**config.mk**
```make
export PLATFORM = sky130hd
export DESIGN_NAME = dsp_p_stage
export DESIGN_NICKNAME = d
export VERILOG_FILES = /design/src/rtl/dsp_p_stage.sv
export SDC_FILE = /design/constraint.sdc
export NUM_CORES = 1
export LEC_CHECK = 0
export ABC_AREA = 1
export CAP_MARGIN = 10
export CORE_MARGIN = 2
export CORE_UTILIZATION = 52
export DETAILED_ROUTE_END_ITERATION = 10
export DONT_BUFFER_PORTS = 1
export PLACE_DENSITY = 0.67
export SYNTH_ARGS = -nofsm -noshare
export SYNTH_HDL_FRONTEND = slang
export SYNTH_SLANG_ARGS = --single-unit
```
**constraint.sdc**
```tcl
create_clock -name clk -period 0.9 [get_ports clk]
set_clock_uncertainty 0.2 [all_clocks]
set_input_delay 0.27 -clock clk [delete_from_list [all_inputs] [get_ports clk]]
set_output_delay 0.27 -clock clk [all_outputs]
set_load 0.02 [all_outputs]
```
**src/rtl/dsp_p_stage.sv**
```systemverilog
// P output register stage: registers the ALU result, runs pattern / inverted-pattern
// detection and optional auto-clear. Optional overflow/underflow flags: DSP_P_OVERFLOW_DETECT_EN.
module dsp_p_stage #(
    parameter int               WIDTH     = 48,
    parameter logic [WIDTH-1:0] PATTERN   = 48'h0,
    parameter logic [WIDTH-1:0] MASK      = 48'h3FFF_FFFF_FFFF,
    parameter int               AUTORESET = 0
) (
    input  logic             clk,
    input  logic             rst_n,
    input  logic             cep,
    input  logic             rstp,
    input  logic [WIDTH-1:0] alu_p,
    input  logic             alu_carryout,
    output logic [WIDTH-1:0] p,
    output logic             carryout,
    output logic             patterndetect,
    output logic             patternbdetect,
    output logic             patterndetectpast,
    output logic             patternbdetectpast,
    output logic             overflow,
    output logic             underflow
);

    logic [WIDTH-1:0] p_q;
    logic             carry_q;
    logic             pd_q;
    logic             pbd_q;
    logic             pdp_q;
    logic             pbdp_q;

    logic             match;
    logic             matchb;
    logic             autoreset_hit;

    // A set MASK bit forces that bit position to compare true.
    assign match  = &(~(alu_p ^ PATTERN)  | MASK);
    assign matchb = &(~(alu_p ^ ~PATTERN) | MASK);

    // Evaluated on the registered flags so a clear is seen by the next edge.
    always_comb begin
        autoreset_hit = 1'b0;
        case (AUTORESET)
            1:       autoreset_hit = pd_q;
            2:       autoreset_hit = pdp_q & ~pd_q;
            default: autoreset_hit = 1'b0;
        endcase
    end

    always_ff @(posedge clk or negedge rst_n) begin
        if (!rst_n) begin
            p_q     <= '0;
            carry_q <= 1'b0;
            pd_q    <= 1'b0;
            pbd_q   <= 1'b0;
            pdp_q   <= 1'b0;
            pbdp_q  <= 1'b0;
        end else if (rstp) begin
            p_q     <= '0;
            carry_q <= 1'b0;
            pd_q    <= 1'b0;
            pbd_q   <= 1'b0;
            pdp_q   <= 1'b0;
            pbdp_q  <= 1'b0;
        end else if (cep) begin
            pdp_q  <= pd_q;
            pbdp_q <= pbd_q;
            if (autoreset_hit) begin
                p_q     <= '0;
                carry_q <= 1'b0;
                pd_q    <= 1'b0;
                pbd_q   <= 1'b0;
            end else begin
                p_q     <= alu_p;
                carry_q <= alu_carryout;
                pd_q    <= match;
                pbd_q   <= matchb;
            end
        end
    end

    assign p                  = p_q;
    assign carryout           = carry_q;
    assign patterndetect      = pd_q;
    assign patternbdetect     = pbd_q;
    assign patterndetectpast  = pdp_q;
    assign patternbdetectpast = pbdp_q;

`ifdef DSP_P_OVERFLOW_DETECT_EN
    // Leaving the pattern region without landing on either pattern.
    assign overflow  = pdp_q  & ~pd_q & ~pbd_q;
    assign underflow = pbdp_q & ~pd_q & ~pbd_q;
`else
    assign overflow  = 1'b0;
    assign underflow = 1'b0;
`endif

endmodule

```
## After elaboration in Yosys (flattened, before gate mapping)

Cells that the tools add are included.

- Register bits after elaboration: 53
- Latch bits: 0
- Memory bits (writable): 0
- ROM bits: 0
- Input bits: 53
- Output and inout port bits: 55
- Word-level logic and storage cells: 23
- Memories kept: 0

- $add $sub $neg: 0
- $mul: 0
- Divide/modulo/power cells: 0
- Magnitude comparators: 0
- Eq/ne operators: 0
- Shift operators: 0
- Muxes and demuxes: 12
- Bitwise gates (word level): 2
- Reduce and logical (&&, ||, !) cells: 3

Operator list:

| operator | count |
|---|---|
| two-way mux 48 bit | 2 |
| NOT 48 bit | 2 |
| two-way mux 1 bit | 10 |
| AND reduction 2 bit | 2 |
| nonzero test 2 bit | 1 |

## Logic depth before layout (Yosys ltp)

Gate-level depths: netlist (run 1).

- Depth after elaboration: 5
- Mapped depth: 5
- Gate-level depth less buffers: 4

## Worst setup path before layout (run 1)

Ideal clock, no wire load.

- Path type: input -> register
- From: input cep
- To: register pbdp_q (netlist: patternbdetectpast)
- Library setup time: 0.065 ns
- Arrival time: 0.738 ns
- Required time: 0.635 ns
- Setup slack: -0.103 ns
- Cell stages on the path: 5
- Path buffers: 1
- Cells stage by stage: inv_2 -> nor2_4 -> buf_8 -> nand2_1 -> nand2_1

- Word-level cells in the longest chain between the ends: 1

Ends and longest elaborated chain:

| item | line | source |
|---|---|---|
| start: declaration | 11 | `input logic cep,` |
| nonzero test 2 bit (no source line) | n/a |  |
| end signal: assignment | 67 | `pbdp_q <= pbd_q;` |
| end: declaration | 30 | `logic pbdp_q;` |

No other way between the ends.
A chain may end at the register's enable or synchronous reset.

## Worst setup path after layout (run 1)

- From: register pd_q (netlist: patterndetect)
- To: output patterndetect

RTL lines:

| item | line | source |
|---|---|---|
| start: declaration | 27 | `logic pd_q;` |
| start signal: assignment | 76 | `pd_q <= match;` |
| end: declaration | 17 | `output logic patterndetect,` |

No word-level cell between the ends.

==> results of run 1 <==
## metal layers
layer  routed length [um]  share of wire (%)  up-vias  track usage, %
met4                   42                1.1        0            7.40
met2                 1990                 50       71            32.5
met5                    0                  0        -               0
li1                     -                  -      681               -
met3                  425                 11        5            6.83
met1                 1510                 38      640            21.6
## final timing paths
kind	end	cells after the start
worst max-delay path	patterndetect	0
worst min-delay path	p[4]	0
worst max register to register	patterndetect	2
worst min register to register	p[44]	2
max in group asynchronous	p[26]	0
min in group clk	p[1]	2
## metrics by stage
stage | cell area [um^2] | hold slack, ps | cells
after global placement | 2110 | -224 | 271
after global routing | 2320 | -561 | 279
after CTS | 2250 | -551 | 279
after floorplan | 2110 | -226 | 231
final | 2320 | -539 | 279
after detailed placement | 2110 | -224 | 271
## power by group through the flow
stage	sequential, mW	clock [mW]	combinational [mW]
global placement	2.81	0	0.227
finish	2.80	1.24	0.252
floorplan	2.78	0	0.218
CTS	2.79	1.29	0.237
detailed placement	2.81	0	0.239
global route	2.82	1.38	0.291
## kinds of logic after synthesis
family | synth area share (%)
buffers and inverters | 5.18
DFF | 63.8
other | 0.180
and+or+nand+nor | 30.8
## timing repair
item / CTS / global route
gates cloned: 0 / 0
endpoints found under the hold margin: 104 / 104
pin swaps: 28 / 68
resized for setup: 51 / 28
setup endpoints to repair: 106 / 105
## flip-flops by register name (all words and copies together) (netlist names)
name and flops:
patterndetectpast 1, patterndetect 1, patternbdetect 1, p 48, carryout 1, patternbdetectpast 1
## worst reg2reg max path, cell delays in order (launching register included)
cell and delay [ps]:
dfrtp_2 480, nand2_1 90, nand2_1 50
## placed cells by master (no fill, tap or decap), drive strengths merged
| cell type | synthesis | routed |
|---|---|---|
| buf | 12 | 4 |
| clkbuf | 0 | 7 |
| clkinv | 0 | 1 |
| conb | 1 | 2 |
| dfrtp | 53 | 53 |
| inv | 2 | 2 |
| nand2 | 158 | 158 |
| nand4 | 1 | 1 |
| nor2 | 3 | 3 |
## cell type report
cell class | instances | area (um^2)
tap | 48 | 60.1
inverter | 2 | 15.0
clock inverter | 1 | 5.00
sequential | 53 | 1390
fill | 334 | 1420
timing repair buffer | 4 | 55.1
multi-input combinational | 164 | 721
clock buffer | 7 | 76.3
==> summary.json, run 1 <==
{
  "run_status": {
    "result_of_the_run": "finished, violations left",
    "failed_checks": "negative hold slack, negative setup slack"
  },
  "power": {
    "switching_share_pct": 26.0,
    "design_power_total_mw": 4.29,
    "internal-power_mw": 3.17,
    "power.combinational.fraction_pct": 5.9,
    "cellLeakagePower_nw": 1.18,
    "power.density_cell_area_nw_per_um2": 1840,
    "switching_power_mw": 1.11,
    "ir_drop_uv": 969,
    "power.sequential.fraction_pct": 65.2,
    "power.share.clock_pct": 28.9
  },
  "clock_network": {
    "cts_tree": "built",
    "cts-root-to-sink-buffers": 2,
    "clock-sinks": 53,
    "clock_latency_ps": 290,
    "cts-root-buf": "clkbuf_8",
    "number_of_buffers_created_by_cts": 5,
    "clk_pin_slew_ps": 90,
    "htreeDepth": 2,
    "setup_bufs_post_cts": 0
  },
  "detailed_routing": {
    "detail-route-antenna-nets": 0,
    "vias": 1397,
    "drtIter0Drc": 76,
    "drc_violation_count_after_routing": 0,
    "route.detailed.wl_per_inst_um": 14.2,
    "avgViaCountPerCell": 5.01,
    "detailedRoute.firstPassIterationCount": 4,
    "route.final.wire_length_mm": 3.97
  },
  "timing": {
    "max_slew_violation_total_from_the_final_report": 0,
    "rsz0062_at_grt": "true",
    "hold-worst-slack_ps": -539,
    "finalHoldViolCount": 104,
    "fmax_mhz": 806,
    "timing.final.setup_violations": 58,
    "setup_slack_ps": -340,
    "post-route-period-util_pct": 138,
    "setup-tns-final_ps": -17260,
    "fin_crit_ps": 1240
  },
  "worst_setup_path": {
    "r2r_start": "patterndetect",
    "critical_path.startpoint_type": "flip-flop",
    "worst_ep_required_ps": 430,
    "setup.worst_path.end_class": "output port",
    "worstPathMaxFanout": 3,
    "worstPathArrival_ps": 770,
    "timing.reg2reg.setup_slack_ps": -20,
    "critPathLaunch": "patterndetect",
    "worst-setup-path-type": "flip-flop to output port"
  },
  "floorplan": {
    "pin_count": 108,
    "die_h_um": 67.2,
    "die_width_um": 67.2,
    "design.core.area_um2": 3740,
    "fp.dieArea_um2": 4520,
    "placementRows": 22,
    "floorplan.initialDensity_pct": 55.5
  },
  "global_routing": {
    "grtUsageTotal_pct": 19.0,
    "grt_start_max_net_pins": 54,
    "globalRoute.totalOverflow": 0,
    "first_global_vias": 1458,
    "wire_length_of_the_first_global_routing_pass_mm": 6.40,
    "antenna_violations_before_repair": 0
  },
  "min_path": {
    "hold_path.class": "primary input to async pin"
  },
  "yosys": {
    "syn_inst": 230,
    "synth-seq-cells": 53,
    "synth_area_leaders": "dfrtp_1, nand2_1, buf_6",
    "synth-warning-count": 0,
    "postSynth.asyncResetShare_pct": 100,
    "synth_largest_area_cell": "dfrtp_1",
    "ys_types": 13,
    "synth_top_cell_area_share_pct": 63.8,
    "synthesis.area_per_instance_um2": 9.04,
    "yosysMostFrequentCell": "nand2_1",
    "synth_edf_count": 0,
    "ys_dominant_reg_cell": "dfrtp_1",
    "ys_seq_area_share_pct": 63.8,
    "syn_area_um2": 2080,
    "synth_common_cells": "nand2_1, dfrtp_1, nand2_2"
  },
  "final_layout": {
    "design.final.nets": 283,
    "layout-area-overhead-vs-synth_pct": 11.9,
    "final_core_util_pct": 62.1,
    "drive_above_1_share_pct": 43.7,
    "antenna_diode_instance_count": 0
  },
  "placed_design": {
    "place.port_buffers": 0,
    "post_dp_hpwl_mm": 2.72,
    "place_worst_setup_slack_ps": -137,
    "gpl.final_weighted_congestion": 0.681
  },
  "job": {
    "timing.max_cap.violations": 0
  }
}
Note: power is estimated with default switching activity, not from simulation.
==> run 2, diff against run 1 <==
--- a/config.mk
+++ b/config.mk
@@ -8,10 +8,10 @@
 export ABC_AREA = 1
 export CAP_MARGIN = 10
 export CORE_MARGIN = 2
-export CORE_UTILIZATION = 52
+export CORE_UTILIZATION = 40
 export DETAILED_ROUTE_END_ITERATION = 10
 export DONT_BUFFER_PORTS = 1
-export PLACE_DENSITY = 0.67
+export HOLD_SLACK_MARGIN = 0.03
 export SYNTH_ARGS = -nofsm -noshare
 export SYNTH_HDL_FRONTEND = slang
 export SYNTH_SLANG_ARGS = --single-unit
==> run 2 against run 1 <==
The flow still finishes with violations (negative hold slack, negative setup slack). Maximum frequency shrank 0.33%. Sequential share of layout area shrank 1.0 points. Setup slack lost 4.1 ps. Flip-flop and latch count is the same. Global-route usage shrank 4.1 points. Routed wire length shrank 0.91%. Total power grew 0.14%. Cell area grew 1.7%. Critical path type unchanged. Critical endpoint unchanged. Highest routed layer unchanged.
==> summary.json, run 2 (synthesis results as in run 1) <==
{
  "run_status": {
    "result_of_the_run": {"value": "finished, violations left", "change": "unchanged"},
    "failed_checks": {"value": "negative hold slack, negative setup slack", "change": "unchanged"}
  },
  "detailed_routing": {
    "route.detailed.wl_per_inst": {"value": 13.0, "unit": "um", "change": "was 14.2 um"},
    "drtIter0Drc": {"value": 38, "change": "was 76"},
    "avgViaCountPerCell": {"value": 4.63, "change": "was 5.01"},
    "vias": {"value": 1398, "change": "was 1397"},
    "detailedRoute.firstPassIterationCount": {"value": 3, "change": "was 4"},
    "route.final.wire_length": {"value": 3.93, "unit": "mm", "change": "was 3.97 mm"},
    "detail-route-antenna-nets": {"value": 0, "change": "unchanged"},
    "drc_violation_count_after_routing": {"value": 0, "change": "unchanged"}
  },
  "worst_setup_path": {
    "critical_path.reg2reg.endpoint": {"value": "patterndetectpast", "change": "was patterndetect"},
    "worst_ep_required": {"value": 430, "unit": "ps", "change": "about the same"},
    "worstRegToRegCells": {"value": 2, "change": "unchanged"},
    "setup.worst_path.end_class": {"value": "output port", "change": "unchanged"},
    "critical_path.startpoint_type": {"value": "flip-flop", "change": "unchanged"},
    "r2r_start": {"value": "patterndetect", "change": "unchanged"},
    "worstPathMaxFanout": {"value": 3, "change": "unchanged"},
    "cp.depth": {"value": 0, "change": "unchanged"},
    "worstPathArrival": {"value": 770, "unit": "ps", "change": "about the same"},
    "timing.reg2reg.setup_slack": {"value": -10, "unit": "ps", "change": "was -20 ps"},
    "worst-setup-path-type": {"value": "flip-flop to output port", "change": "unchanged"}
  },
  "floorplan": {
    "placementRows": {"value": 26, "change": "was 22"},
    "die_width": {"value": 76.1, "unit": "um", "change": "was 67.2 um"},
    "die_h": {"value": 76.1, "unit": "um", "change": "was 67.2 um"},
    "floorplan.initialDensity": {"value": 41.0, "unit": "%", "change": "was 55.5%"},
    "pin_count": {"value": 108, "change": "unchanged"},
    "design.core.area": {"value": 5070, "unit": "um^2", "change": "was 3740 um^2"},
    "fp.dieArea": {"value": 5790, "unit": "um^2", "change": "was 4520 um^2"}
  },
  "global_routing": {
    "first_global_vias": {"value": 1412, "change": "was 1458"},
    "antenna_violations_before_repair": {"value": 0, "change": "unchanged"},
    "grtUsageTotal": {"value": 14.9, "unit": "%", "change": "was 19.0%"},
    "grt_use_met3": {"value": 5.81, "unit": "%", "change": "was 6.83%"},
    "grt_start_max_net_pins": {"value": 54, "change": "unchanged"},
    "globalRoute.totalOverflow": {"value": 0, "change": "unchanged"},
    "wire_length_of_the_first_global_routing_pass": {"value": 6.91, "unit": "mm", "change": "was 6.40 mm"},
    "grt_most_used_layer": {"value": "met2", "change": "unchanged"},
    "global_route.usage.met2": {"value": 26.0, "unit": "%", "change": "was 32.5%"},
    "grtUsageMet1": {"value": 17.2, "unit": "%", "change": "was 21.6%"}
  },
  "final_layout": {
    "layout.cells.most_common_list": {"value": "nand2_1, dfrtp_2, nand2_2", "change": "unchanged"},
    "layout.cells.most_common": {"value": "nand2_1", "change": "unchanged"},
    "largest_register_ffs": {"value": 48, "change": "unchanged"},
    "layoutNonFillerInstCount": {"value": 302, "change": "was 279"},
    "finish.instance_area": {"value": 2360, "unit": "um^2", "change": "was 2320 um^2"},
    "nFillCells": {"value": 507, "change": "was 334"},
    "antenna_diode_instance_count": {"value": 0, "change": "unchanged"},
    "design.final.nets": {"value": 284, "change": "was 283"},
    "drive_above_1_share": {"value": 39.7, "unit": "%", "change": "was 43.7%"},
    "layout-area-overhead-vs-synth": {"value": 13.8, "unit": "%", "change": "was 11.9%"}
  },
  "power": {
    "power.density_cell_area": {"value": 1820, "unit": "nW/um^2", "change": "was 1840 nW/um^2"},
    "cellLeakagePower": {"value": 1.19, "unit": "nW", "change": "was 1.18 nW"},
    "switching_power": {"value": 1.11, "unit": "mW", "change": "about the same"},
    "power.sequential.fraction": {"value": 65.1, "unit": "%", "change": "was 65.2%"},
    "power.share.clock": {"value": 28.8, "unit": "%", "change": "was 28.9%"},
    "ir_drop": {"value": 724, "unit": "uV", "change": "was 969 uV"},
    "internal-power": {"value": 3.19, "unit": "mW", "change": "was 3.17 mW"},
    "power.combinational.fraction": {"value": 6.1, "unit": "%", "change": "was 5.9%"},
    "switching_share": {"value": 25.8, "unit": "%", "change": "was 26.0%"}
  },
  "placed_design": {
    "placedCellCount": {"value": 293, "change": "was 271"},
    "post_dp_hpwl": {"value": 2.79, "unit": "mm", "change": "was 2.72 mm"},
    "gpl.final_weighted_congestion": {"value": 0.709, "change": "was 0.681"},
    "place.port_buffers": {"value": 0, "change": "unchanged"},
    "placement.cell_area": {"value": 2160, "unit": "um^2", "change": "was 2110 um^2"}
  },
  "timing": {
    "setup_slack": {"value": -344, "unit": "ps", "change": "was -340 ps"},
    "max_slew_violation_total_from_the_final_report": {"value": 0, "change": "unchanged"},
    "finalHoldViolCount": {"value": 103, "change": "was 104"},
    "hold-worst-slack": {"value": -545, "unit": "ps", "change": "was -539 ps"},
    "timing.final.setup_violations": {"value": 56, "change": "was 58"},
    "post-route-period-util": {"value": 138, "unit": "%", "change": "about the same"},
    "fin_crit": {"value": 1240, "unit": "ps", "change": "about the same"},
    "rsz0062_at_grt": {"value": "true", "change": "unchanged"},
    "fmax": {"value": 804, "unit": "MHz", "change": "was 806 MHz"}
  },
  "clock_network": {
    "clock-sinks": {"value": 53, "change": "unchanged"},
    "cts_tree": {"value": "built", "change": "unchanged"},
    "cts-root-to-sink-buffers": {"value": 2, "change": "unchanged"},
    "clk_pin_slew": {"value": 90, "unit": "ps", "change": "about the same"},
    "number_of_buffers_created_by_cts": {"value": 5, "change": "unchanged"},
    "clock_latency": {"value": 290, "unit": "ps", "change": "about the same"},
    "cts-root-buf": {"value": "clkbuf_8", "change": "unchanged"},
    "htreeDepth": {"value": 2, "change": "unchanged"}
  },
  "min_path": {
    "hold_path.class": {"value": "primary input to async pin", "change": "unchanged"}
  },
  "job": {
    "timing.max_cap.violations": {"value": 0, "change": "unchanged"}
  }
}
==> run 2: changes by cell type in the layout (fill, tap and decap cells not counted), sizes merged <==
cell,previous run,this run
dlygate4sd3,0,1
==> run 2: area by class of cell <==
type	instances	area [um^2]	share of cell area, %
tap	70	87.6	3.70
sequential	53	1390	58.9
clock inverter	1	5.00	0.212
inverter	2	15.0	0.635
clock buffer	7	76.3	3.23
timing repair buffer	5	90.1	3.81
multi-input combinational	164	698	29.5
==> run 2: layer usage <==
layer | share of wire, % | wire length [um]
met1 | 39 | 1540
met2 | 51 | 1990
met3 | 9.2 | 363
met4 | 0.81 | 32
met5 | 0 | 0
==> run 2: worst max path at each step <==
stage,start,end
floorplan,rstp,patternbdetectpast
CTS,patterndetect,patterndetect
finish,patterndetect,patterndetect
global placement,cep,p[40]
global route,patterndetect,patterndetect
detailed placement,rstp,p[41]
==> run 2: stage by stage <==
stage	setup TNS, ps	util, %	hold WS, ps	total power, mW	worst slack [ps]
2_1_floorplan	-3720	-	-226	3.00	-89.3
3_3_place_gp	-5560	42.6	-225	3.05	-107
3_5_place_dp	-6220	42.6	-225	3.06	-130
4_1_cts	-17990	45.5	-560	4.35	-364
5_1_grt	-19590	46.6	-576	4.53	-385
6_report	-17170	46.6	-545	4.29	-344
==> run 2: power by group through the flow <==
stage / registers (mW) / logic, mW / clock network (mW)
2_1_floorplan: 2.78 / 0.218 / 0
3_3_place_gp: 2.81 / 0.241 / 0
3_5_place_dp: 2.81 / 0.253 / 0
4_1_cts: 2.79 / 0.251 / 1.30
5_1_grt: 2.81 / 0.304 / 1.41
6_report: 2.79 / 0.262 / 1.24
==> run 2: repair_timing <==
item | in CTS | in global routing
hold endpoints to repair | 104 | 104
gates resized for setup | 51 | 19
endpoints found under the setup margin | 106 | 106
pin swaps | 29 | 52
buffers inserted | 0 | 0
==> run 3, diff against run 2 <==
--- a/config.mk
+++ b/config.mk
@@ -9,8 +9,10 @@
 export CAP_MARGIN = 10
 export CORE_MARGIN = 2
 export CORE_UTILIZATION = 40
+export CTS_BUF_LIST = sky130_fd_sc_hd__clkbuf_16
 export DETAILED_ROUTE_END_ITERATION = 10
 export DONT_BUFFER_PORTS = 1
+export GPL_ROUTABILITY_DRIVEN = 0
 export HOLD_SLACK_MARGIN = 0.03
 export SYNTH_ARGS = -nofsm -noshare
 export SYNTH_HDL_FRONTEND = slang
==> run 3 against run 2 <==
The flow still finishes with violations (negative hold slack, negative setup slack). Combinational power is essentially flat. Non-clock buffer count shrank 1. Cell count down 0.33%. Maximum frequency is 1.9% higher. First-iteration DRC count decreased by 7.9%. Largest power group unchanged.
==> summary.json, run 3 (synthesis results as in run 1) <==
{
  "detailed_routing": {
    "drc_violation_count_after_routing": {"value": 0, "change": "unchanged"},
    "vias": {"value": 1401, "change": "was 1398"},
    "drtIter0Drc": {"value": 35, "change": "was 38"},
    "detailedRoute.firstPassIterationCount": {"value": 2, "change": "was 3"},
    "detail-route-antenna-nets": {"value": 0, "change": "unchanged"},
    "route.detailed.wl_per_inst": {"value": 13.1, "unit": "um", "change": "was 13.0 um"},
    "avgViaCountPerCell": {"value": 4.65, "change": "was 4.63"},
    "route.final.wire_length": {"value": 3.94, "unit": "mm", "change": "was 3.93 mm"}
  },
  "worst_setup_path": {
    "worstRegToRegCells": {"value": 2, "change": "unchanged"},
    "worstPathMaxFanout": {"value": 3, "change": "unchanged"},
    "critical_path.startpoint_type": {"value": "flip-flop", "change": "unchanged"},
    "worstPathArrival": {"value": 750, "unit": "ps", "change": "was 770 ps"},
    "cp.depth": {"value": 0, "change": "unchanged"},
    "worst_ep_required": {"value": 430, "unit": "ps", "change": "about the same"},
    "worst-setup-path-type": {"value": "flip-flop to output port", "change": "unchanged"},
    "setup.worst_path.end_class": {"value": "output port", "change": "unchanged"}
  },
  "placed_design": {
    "post_dp_hpwl": {"value": 2.79, "unit": "mm", "change": "unchanged"},
    "place.port_buffers": {"value": 0, "change": "unchanged"},
    "placement.cell_area": {"value": 2160, "unit": "um^2", "change": "unchanged"}
  },
  "timing": {
    "max_slew_violation_total_from_the_final_report": {"value": 0, "change": "unchanged"},
    "hold-worst-slack": {"value": -523, "unit": "ps", "change": "was -545 ps"},
    "finalHoldViolCount": {"value": 104, "change": "was 103"},
    "setup_slack": {"value": -321, "unit": "ps", "change": "was -344 ps"},
    "rsz0062_at_grt": {"value": "true", "change": "unchanged"},
    "fmax": {"value": 819, "unit": "MHz", "change": "was 804 MHz"},
    "post-route-period-util": {"value": 136, "unit": "%", "change": "was 138%"},
    "setup-tns-final": {"value": -16070, "unit": "ps", "change": "was -17170 ps"},
    "timing.final.setup_violations": {"value": 55, "change": "was 56"},
    "fin_crit": {"value": 1220, "unit": "ps", "change": "was 1240 ps"}
  },
  "final_layout": {
    "design.final.nets": {"value": 283, "change": "was 284"},
    "largest_register_ffs": {"value": 48, "change": "unchanged"},
    "drive_above_1_share": {"value": 39.8, "unit": "%", "change": "was 39.7%"},
    "finish.instance_area": {"value": 2410, "unit": "um^2", "change": "was 2360 um^2"},
    "layout-area-overhead-vs-synth": {"value": 16.0, "unit": "%", "change": "was 13.8%"},
    "layout.cells.most_common_list": {"value": "nand2_1, dfrtp_2, nand2_2", "change": "unchanged"},
    "nFillCells": {"value": 499, "change": "was 507"},
    "antenna_diode_instance_count": {"value": 0, "change": "unchanged"},
    "layout.cells.most_common": {"value": "nand2_1", "change": "unchanged"},
    "final_core_util": {"value": 47.5, "unit": "%", "change": "was 46.6%"}
  },
  "floorplan": {
    "pin_count": {"value": 108, "change": "unchanged"},
    "placementRows": {"value": 26, "change": "unchanged"},
    "fp.dieArea": {"value": 5790, "unit": "um^2", "change": "unchanged"},
    "die_h": {"value": 76.1, "unit": "um", "change": "unchanged"},
    "design.core.area": {"value": 5070, "unit": "um^2", "change": "unchanged"},
    "floorplan.initialDensity": {"value": 41.0, "unit": "%", "change": "unchanged"},
    "die_width": {"value": 76.1, "unit": "um", "change": "unchanged"}
  },
  "clock_network": {
    "setup_bufs_post_cts": {"value": 0, "change": "unchanged"},
    "cts_tree": {"value": "built", "change": "unchanged"},
    "clock_latency": {"value": 280, "unit": "ps", "change": "was 290 ps"},
    "clock-sinks": {"value": 53, "change": "unchanged"},
    "htreeDepth": {"value": 2, "change": "unchanged"},
    "cts-root-buf": {"value": "clkbuf_16", "change": "was clkbuf_8"},
    "cts-root-to-sink-buffers": {"value": 2, "change": "unchanged"},
    "clk_pin_slew": {"value": 60, "unit": "ps", "change": "was 90 ps"},
    "number_of_buffers_created_by_cts": {"value": 5, "change": "unchanged"}
  },
  "global_routing": {
    "antenna_violations_before_repair": {"value": 0, "change": "unchanged"},
    "globalRoute.totalOverflow": {"value": 0, "change": "unchanged"},
    "first_global_vias": {"value": 1418, "change": "was 1412"},
    "wire_length_of_the_first_global_routing_pass": {"value": 6.92, "unit": "mm", "change": "was 6.91 mm"},
    "grt_start_max_net_pins": {"value": 54, "change": "unchanged"},
    "grtUsageTotal": {"value": 14.9, "unit": "%", "change": "about the same"}
  },
  "job": {
    "timing.max_cap.violations": {"value": 0, "change": "unchanged"}
  },
  "run_status": {
    "result_of_the_run": {"value": "finished, violations left", "change": "unchanged"},
    "failed_checks": {"value": "negative hold slack, negative setup slack", "change": "unchanged"}
  },
  "power": {
    "cellLeakagePower": {"value": 1.22, "unit": "nW", "change": "was 1.19 nW"},
    "ir_drop": {"value": 939, "unit": "uV", "change": "was 724 uV"},
    "power.density_cell_area": {"value": 1990, "unit": "nW/um^2", "change": "was 1820 nW/um^2"}
  },
  "min_path": {
    "hold_path.class": {"value": "primary input to async pin", "change": "unchanged"}
  }
}
-- run 3: layout make-up --
type	count	area (um^2)	area share (%)
flip-flops and latches	53	1390	57.8
multi-input cells	164	698	29.0
clock buffers	5	125	5.19
well taps	70	87.6	3.63
repair buffers	4	80.1	3.32
inverters	2	15.0	0.623
clock inverters	3	12.5	0.519
-- run 3: worst register-to-register path, cell delays in order, from the launching register on --
cell and delay, ps:
dfrtp_2 470, nand2_2 90, nand2_1 40
-- run 3: timing repair --
action / in CTS / in global routing
endpoints found under the hold margin: 104 / 104
setup endpoints to repair: 106 / 106
gates cloned: 0 / 0
gates resized for setup: 51 / 19
pin swaps: 15 / 70
-- run 3: stage by stage --
| stage | total power [mW] | hold slack, ps | setup slack [ps] | cells |
|---|---|---|---|---|
| 6_report | 4.81 | -523 | -321 | 301 |
| 5_1_grt | 5.05 | -543 | -349 | 301 |
| 4_1_cts | 4.87 | -531 | -332 | 301 |
| 3_5_place_dp | 3.06 | -225 | -130 | 293 |
| 3_3_place_gp | 3.05 | -225 | -107 | 293 |
| 2_1_floorplan | 3.00 | -226 | -89.3 | 231 |
-- run 3: path summary, 6_finish.rpt --
check / slack (ps) / from / to
worst max-delay path: -320 / patterndetect / patterndetect
worst max register to register: 0 / patterndetect / patterndetectpast
min in group clk: -110 / alu_p[4] / p[4]
max in group asynchronous: 900 / rst_n / p[6]
worst min register to register: 360 / p[2] / p[2]
worst min-delay path: -520 / rst_n / p[44]
-- run 3: where the power goes --
part	leakage, nW	switching (mW)	internal, mW
Combinational	0.511	0.156	0.103
Sequential	0.629	0.260	2.54
Clock	0.0762	0.745	1.00
Total	1.22	1.16	3.64
-- run 3: layer usage --
metal | vias up | track usage (%) | share of wire [%]
li1 | 680 | - | -
met1 | 656 | 17.1 | 39
met2 | 59 | 26.0 | 50
met3 | 6 | 5.81 | 9.1
met4 | 0 | 3.82 | 0.96
met5 | - | 0 | 0
